===== src/rtl/fifo_pkg.sv =====
// Sizing helpers and elaboration-time parameter checks shared by the valid/ready FIFO family.
package fifo_pkg;

  localparam int unsigned MinDepth = 2;

  // Pointer width: index bits plus one wrap bit.
  function automatic int unsigned ptr_w(input int unsigned depth);
    return $clog2(depth) + 1;
  endfunction

  // Level width: wide enough for DEPTH plus an output register entry.
  function automatic int unsigned lvl_w(input int unsigned depth);
    return $clog2(depth + 2);
  endfunction

  function automatic bit params_ok(input int unsigned depth, input int unsigned out_reg,
                                   input int unsigned afull_th);
    int unsigned cap;
    cap = depth + ((out_reg != 0) ? 1 : 0);
    return (depth >= MinDepth) && ((depth & (depth - 1)) == 0) && (afull_th <= cap);
  endfunction

endpackage


===== src/rtl/fifo_mem_2p.sv =====
// Two-port storage array: synchronous write, asynchronous read, no reset.
module fifo_mem_2p #(
  parameter int unsigned WIDTH = 8,
  parameter int unsigned DEPTH = 8,
  localparam int unsigned AW = $clog2(DEPTH)
) (
  input  logic             clk,
  input  logic             we,
  input  logic [AW-1:0]    waddr,
  input  logic [WIDTH-1:0] wdata,
  input  logic [AW-1:0]    raddr,
  output logic [WIDTH-1:0] rdata
);

  logic [WIDTH-1:0] r_mem [DEPTH];

  always_ff @(posedge clk) begin
    if (we) begin
      r_mem[waddr] <= wdata;
    end
  end

  assign rdata = r_mem[raddr];

endmodule


===== src/rtl/fifo_valid_ready_lvl.sv =====
// Valid/ready synchronous FIFO with occupancy level, almost flags, flush and an
// optional registered output stage.
module fifo_valid_ready_lvl
  import fifo_pkg::*;
#(
  parameter int unsigned WIDTH     = 8,
  parameter int unsigned DEPTH     = 8,
  parameter int unsigned OUT_REG   = 0,
  parameter int unsigned AFULL_TH  = DEPTH - 2,
  parameter int unsigned AEMPTY_TH = 2,
  localparam int unsigned AW = $clog2(DEPTH),
  localparam int unsigned PW = ptr_w(DEPTH),
  localparam int unsigned LW = lvl_w(DEPTH)
) (
  input  logic             clk,
  input  logic             rst,
  input  logic             flush,
  input  logic             up_valid,
  output logic             up_ready,
  input  logic [WIDTH-1:0] wr_data,
  output logic             down_valid,
  input  logic             down_ready,
  output logic [WIDTH-1:0] rd_data,
  output logic [LW-1:0]    level,
  output logic             almost_full,
  output logic             almost_empty,
  output logic [AW-1:0]    wr_ptr_display,
  output logic [AW-1:0]    rd_ptr_display
);

  localparam bit            ParamsOk  = params_ok(DEPTH, OUT_REG, AFULL_TH);
  localparam logic [LW-1:0] AfullTh   = LW'(AFULL_TH);
  localparam logic [LW-1:0] AemptyTh  = LW'(AEMPTY_TH);

  logic [PW-1:0]    r_wr_ptr;
  logic [PW-1:0]    r_rd_ptr;
  logic [LW-1:0]    r_level;
  logic [WIDTH-1:0] w_mem_rdata;
  logic             w_store_empty;
  logic             w_store_full;
  logic             w_push;
  logic             w_pop;
  logic             w_rd_adv;

  assign w_store_empty = (r_wr_ptr == r_rd_ptr);
  assign w_store_full  = (r_wr_ptr[AW-1:0] == r_rd_ptr[AW-1:0]) &&
                         (r_wr_ptr[AW] != r_rd_ptr[AW]);

  // A pop in the same cycle never opens the input when storage is full.
  assign up_ready = ~w_store_full & ~flush & ~rst;
  assign w_push   = up_valid & up_ready;
  assign w_pop    = down_valid & down_ready;

  fifo_mem_2p #(
    .WIDTH (WIDTH),
    .DEPTH (DEPTH)
  ) u_mem (
    .clk   (clk),
    .we    (w_push),
    .waddr (r_wr_ptr[AW-1:0]),
    .wdata (wr_data),
    .raddr (r_rd_ptr[AW-1:0]),
    .rdata (w_mem_rdata)
  );

  if (OUT_REG != 0) begin : g_out_reg
    logic             r_out_valid;
    logic [WIDTH-1:0] r_out_data;

    // Refill the output stage whenever it is empty or draining this cycle.
    assign w_rd_adv   = ~w_store_empty & (~r_out_valid | w_pop);
    assign down_valid = r_out_valid & ~flush & ~rst;
    assign rd_data    = r_out_data;

    always_ff @(posedge clk) begin
      if (rst) begin
        r_out_valid <= 1'b0;
        r_out_data  <= '0;
      end else if (flush) begin
        r_out_valid <= 1'b0;
      end else if (w_rd_adv) begin
        r_out_valid <= 1'b1;
        r_out_data  <= w_mem_rdata;
      end else if (w_pop) begin
        r_out_valid <= 1'b0;
      end
    end
  end else begin : g_fwft
    assign w_rd_adv   = w_pop;
    assign down_valid = ~w_store_empty & ~flush & ~rst;
    assign rd_data    = w_mem_rdata;
  end

  always_ff @(posedge clk) begin
    if (rst || flush) begin
      r_wr_ptr <= '0;
      r_rd_ptr <= '0;
      r_level  <= '0;
    end else begin
      if (w_push) begin
        r_wr_ptr <= r_wr_ptr + PW'(1);
      end
      if (w_rd_adv) begin
        r_rd_ptr <= r_rd_ptr + PW'(1);
      end
      case ({w_push, w_pop})
        2'b10:   r_level <= r_level + LW'(1);
        2'b01:   r_level <= r_level - LW'(1);
        default: r_level <= r_level;
      endcase
    end
  end

  assign level          = r_level;
  assign almost_full    = (r_level >= AfullTh);
  assign almost_empty   = (r_level <= AemptyTh);
  assign wr_ptr_display = r_wr_ptr[AW-1:0];
  assign rd_ptr_display = r_rd_ptr[AW-1:0];

  always_ff @(posedge clk) begin : p_param_check
    assert (ParamsOk);
  end

endmodule


===== config.mk =====
export PLATFORM = sky130hd
export DESIGN_NAME = fifo_valid_ready_lvl
export DESIGN_NICKNAME = d
export VERILOG_FILES = /design/src/rtl/fifo_pkg.sv /design/src/rtl/fifo_mem_2p.sv /design/src/rtl/fifo_valid_ready_lvl.sv
export SDC_FILE = /design/constraint.sdc
export NUM_CORES = 1
export LEC_CHECK = 0
export ABC_AREA = 0
export BUFFER_PORTS_ARGS = -buffer_cell sky130_fd_sc_hd__buf_2
export CORE_MARGIN = 1.5
export CORE_UTILIZATION = 52
export CTS_CLUSTER_DIAMETER = 60
export CTS_CLUSTER_SIZE = 8
export DETAILED_ROUTE_END_ITERATION = 12
export PLACE_DENSITY = 0.75
export SYNTH_ARGS = -nofsm -noshare
export SYNTH_HDL_FRONTEND = slang
export SYNTH_SLANG_ARGS = --single-unit
export TNS_END_PERCENT = 10

===== constraint.sdc =====
create_clock -name clk -period 2.55 [get_ports clk]
set_input_delay 0.255 -clock clk [delete_from_list [all_inputs] [get_ports clk]]
set_output_delay 0.255 -clock clk [all_outputs]
set_load 0.01 [all_outputs]

==> key figures <==
Setup path
  – Crit path max fanout: 5
  – Startpoint Class: flop
  – Worst Setup End Kind: flop
  – R2r setup slk: roughly 0.15 ns
  – FF-to-FF path depth: 11
  – Critical Path AT: 2.67 ns
  – Critical path class: flop to flop
  – Capturing point of the worst reg2reg path: level[2]
  – RR Startpoint: r_wr_ptr[1]
  – Worst path required time: 2.82 ns
  – CP endpoint: level[2]
  – CP startpoint: r_wr_ptr[1]

Clock tree
  – CTS Buffer Depth: 2
  – CTS Root Cell: clkbuf_8
  – H-Tree Depth: 3
  – CTS clock-pin slew for the worst setup and hold paths: 0.08 ns
  – Clk sinks: 79
  – TritonCTS Buffers: 9
  – Hold bufs inserted after CTS: 0
  – Worst-skew pair later-pin latency: about 0.34 ns
  – CTS tree: yes

STA
  – Clock skew: between 0.006 and 0.007 ns
  – Minimum clock period: 2.40 ns
  – Final hold violations: 0
  – Slew headroom: 41.5%
  – Worst-margin pin slew: between 0.8 and 0.9 ns
  – Max Slew Vio Count: 0
  – Fmax achieved: 0.417 GHz
  – Finish-stage setup viols: 0
  – Sum of negative setup slack: 0 ns
  – Fin crit share: 93.9%
  – Hold Worst Slack: between 0.15 and 0.2 ns

Die
  – DIE WIDTH: roughly 83 microns
  – Row count: 29
  – I/O Pins: 35
  – Initial Utilization: a little over half
  – Die height: 83.2 microns
  – Die ar.: between 6000 and 7000 sq um
  – Core area: roughly 6300 sq um

Synthesis
  – Syn_nets: 227
  – Avg Inst Size Synth: approximately 16 sq um
  – EDFF count, synth: between 60 and 70
  – Distinct cell type count after synthesis: 34
  – Synth area leader: edfxtp_1
  – Syn Inst Count: roughly 210
  – Seq cells post-synth: about 80
  – Yosys warns: 0
  – Post-synth ARST share: 0%
  – Most frequent cell after synthesis: edfxtp_1
  – Post-Syn Area: approximately 3300 sq um
  – Post-synthesis sequential area ratio: 66.4%
  – Leading post-synthesis cells by cell area: edfxtp_1 (57%), mux4_2 (11%), dfxtp_1 (9.0%)
  – Synth top area share: roughly 57%
  – Leading register cell type out of synthesis: edfxtp_1
  – Post-synth top cells: edfxtp_1 (64), nor2_1 (18), mux4_2 (16)

Final layout
  – Share of layout cells above drive strength 1: around 44%
  – # diodes: 0
  – Area grow syn2layout: 18.2%
  – Fillers: between 400 and 500
  – Finished Cell Area: slightly below 4000 sq um
  – # nets final: between 200 and 300

Routing
  – Detailed-route vias per instance: 5.50
  – Avg WL per Cell: ~18 microns
  – Drc violations: 0
  – WL final: 5980 microns
  – First drt pass iteration count: 4
  – Top sig layer: met4
  – Routed length on met3: between 150 and 200 microns
  – DRT iter0 DRCs: between 70 and 80
  – Post-Route M1 WL: 2660 microns
  – ANT nets after route: 0
  – Met2 Wirelength: around 3000 microns
  – Vias: 1,870

Placed design
  – IO Port Bufs: 34
  – GPL Wtd Cong: 0.758
  – DP HPWL: about 4000 microns
  – Placed cell area: approximately 3700 sq um

Global route
  – Total grt overflow: 0
  – Pin count of the biggest net entering global routing: 17
  – Vias in the first global route: between 1,500 and 2,000
  – Initial antenna violation count: 0
  – First-pass GRT wire length: around 9500 microns
  – Total track usage: 18.4%

Power
  – Switching power of the nets: 495 uW
  – Int Power: around 1.9 mW
  – Clk pwr share: 36.9%
  – Combinational share of power: between 4 and 5%
  – Register share of total power: between 50% and 60%
  – Max IR drop VDD: between 0.2 and 0.3 mV
  – Pwr dens: between 600 and 700 nW/um^2
  – P_leak: around 1.4 nW
  – Switching part of the total: between 20% and 30%

Run
  – Maxcap violations: 0

Worst hold path
  – Worst min path class: primary input to flop
  – Hold path depth: 1

Status
  – Status: complete, no violations
## worst max-delay path: stages (launching register included)
cell and delay [ns]:
dfxtp_1 0.34, xor2_2 0.19, or3_4 0.41, nor2_4 0.13, or2_4 0.14, ha_4 0.15, xor2_1 0.16, ha_2 0.18
a21oi_1 0.04, xor2_1 0.16, or3_1 0.31, a21oi_1 0.13
## layout by cell type, fill, tap and decap left out, types with 2 or more instances in the layout
master	n
nand2_1	7
o21a_1	2
xor2_2	3
a21oi_1	4
inv_6	2
a31oi_1	2
clkinvlp_4	2
o21ai_0	5
o41ai_2	2
nor2_1	16
nor4b_2	2
nand4_1	2
buf_2	34
inv_1	4
clkinv_1	2
nor3_1	4
xor2_1	6
mux4_2	16
ha_1	3
or3_1	5
dfxtp_2	5
mux2i_1	3
buf_4	22
nor4_2	2
mux2_2	8
edfxtp_1	64
dfxtp_1	10
nand3_1	3
clkbuf_8	9
## power by group through the flow
stage | clock network (mW) | registers (mW) | logic, mW
final | 0.884 | 1.40 | 0.108
after global routing | 0.966 | 1.40 | 0.120
after global placement | 0 | 1.43 | 0.102
after detailed placement | 0 | 1.43 | 0.105
after CTS | 0.903 | 1.40 | 0.106
after floorplan | 0 | 1.43 | 0.0601
## kinds of logic (layout without fill, tap and decap cells)
| kind of cell | Yosys count | after routing | share of synthesized area (%) |
|---|---|---|---|
| muxes | 27 | 27 | 14.4 |
| DFF | 79 | 79 | 66.4 |
| and+or+nand+nor | 48 | 48 | 7.14 |
| buffers and inverters | 22 | 76 | 3.55 |
| adders and majority gates | 5 | 5 | 1.87 |
| AOI/OAI and AO/OA | 18 | 18 | 3.85 |
| xor gates and xnor gates | 10 | 10 | 2.84 |
## worst min-delay path by stage
stage,from,end,slack (ns)
6_report,wr_data[1],u_mem.r_mem[2][1],0.18
4_1_cts,wr_data[6],u_mem.r_mem[4][6],0.18
3_5_place_dp,level[3],level[3],0.50
2_1_floorplan,wr_data[0],u_mem.r_mem[0][0],0.35
3_3_place_gp,level[3],level[3],0.48
5_1_grt,wr_data[0],u_mem.r_mem[1][0],0.18
## layout make-up
cell class                 count  area [sq um]  area share (%)
clock buffer                   9           124            3.13
clock inverter                 7          70.1            1.77
inverter                       4          15.0           0.380
multi-input combinational    108          1090            27.5
sequential                    79          2230            56.3
tap                           77          96.3            2.44
timing repair buffer          56           335            8.48
## what timing repair did
action,in CTS,in global routing
buffers inserted,0,2
gates resized for setup,0,10
endpoints found under the setup margin,0,1
## state kept, by name, summed over array words and instances (netlist names), named ones only
signal and cells:
level 4, r_wr_ptr 4, r_rd_ptr 4, u_mem.r_mem 64
## layer usage
metal | vias up | track usage [%]
met5 | - | 0
met4 | 0 | 8.03
met3 | 12 | 3.58
met2 | 40 | 30.5
met1 | 931 | 23.9
li1 | 887 | -
## through the flow
step	worst slack [ns]	cells	utilization, %	total power [mW]
floorplan	0.0113	209	-	1.49
global placement	0.104	322	59.3	1.53
CTS	0.0944	338	62.3	2.41
detailed placement	0.0427	322	59.3	1.54
finish	0.154	340	63.0	2.39
global route	-0.0104	340	63.0	2.49
(Power assumes the default switching activity.)
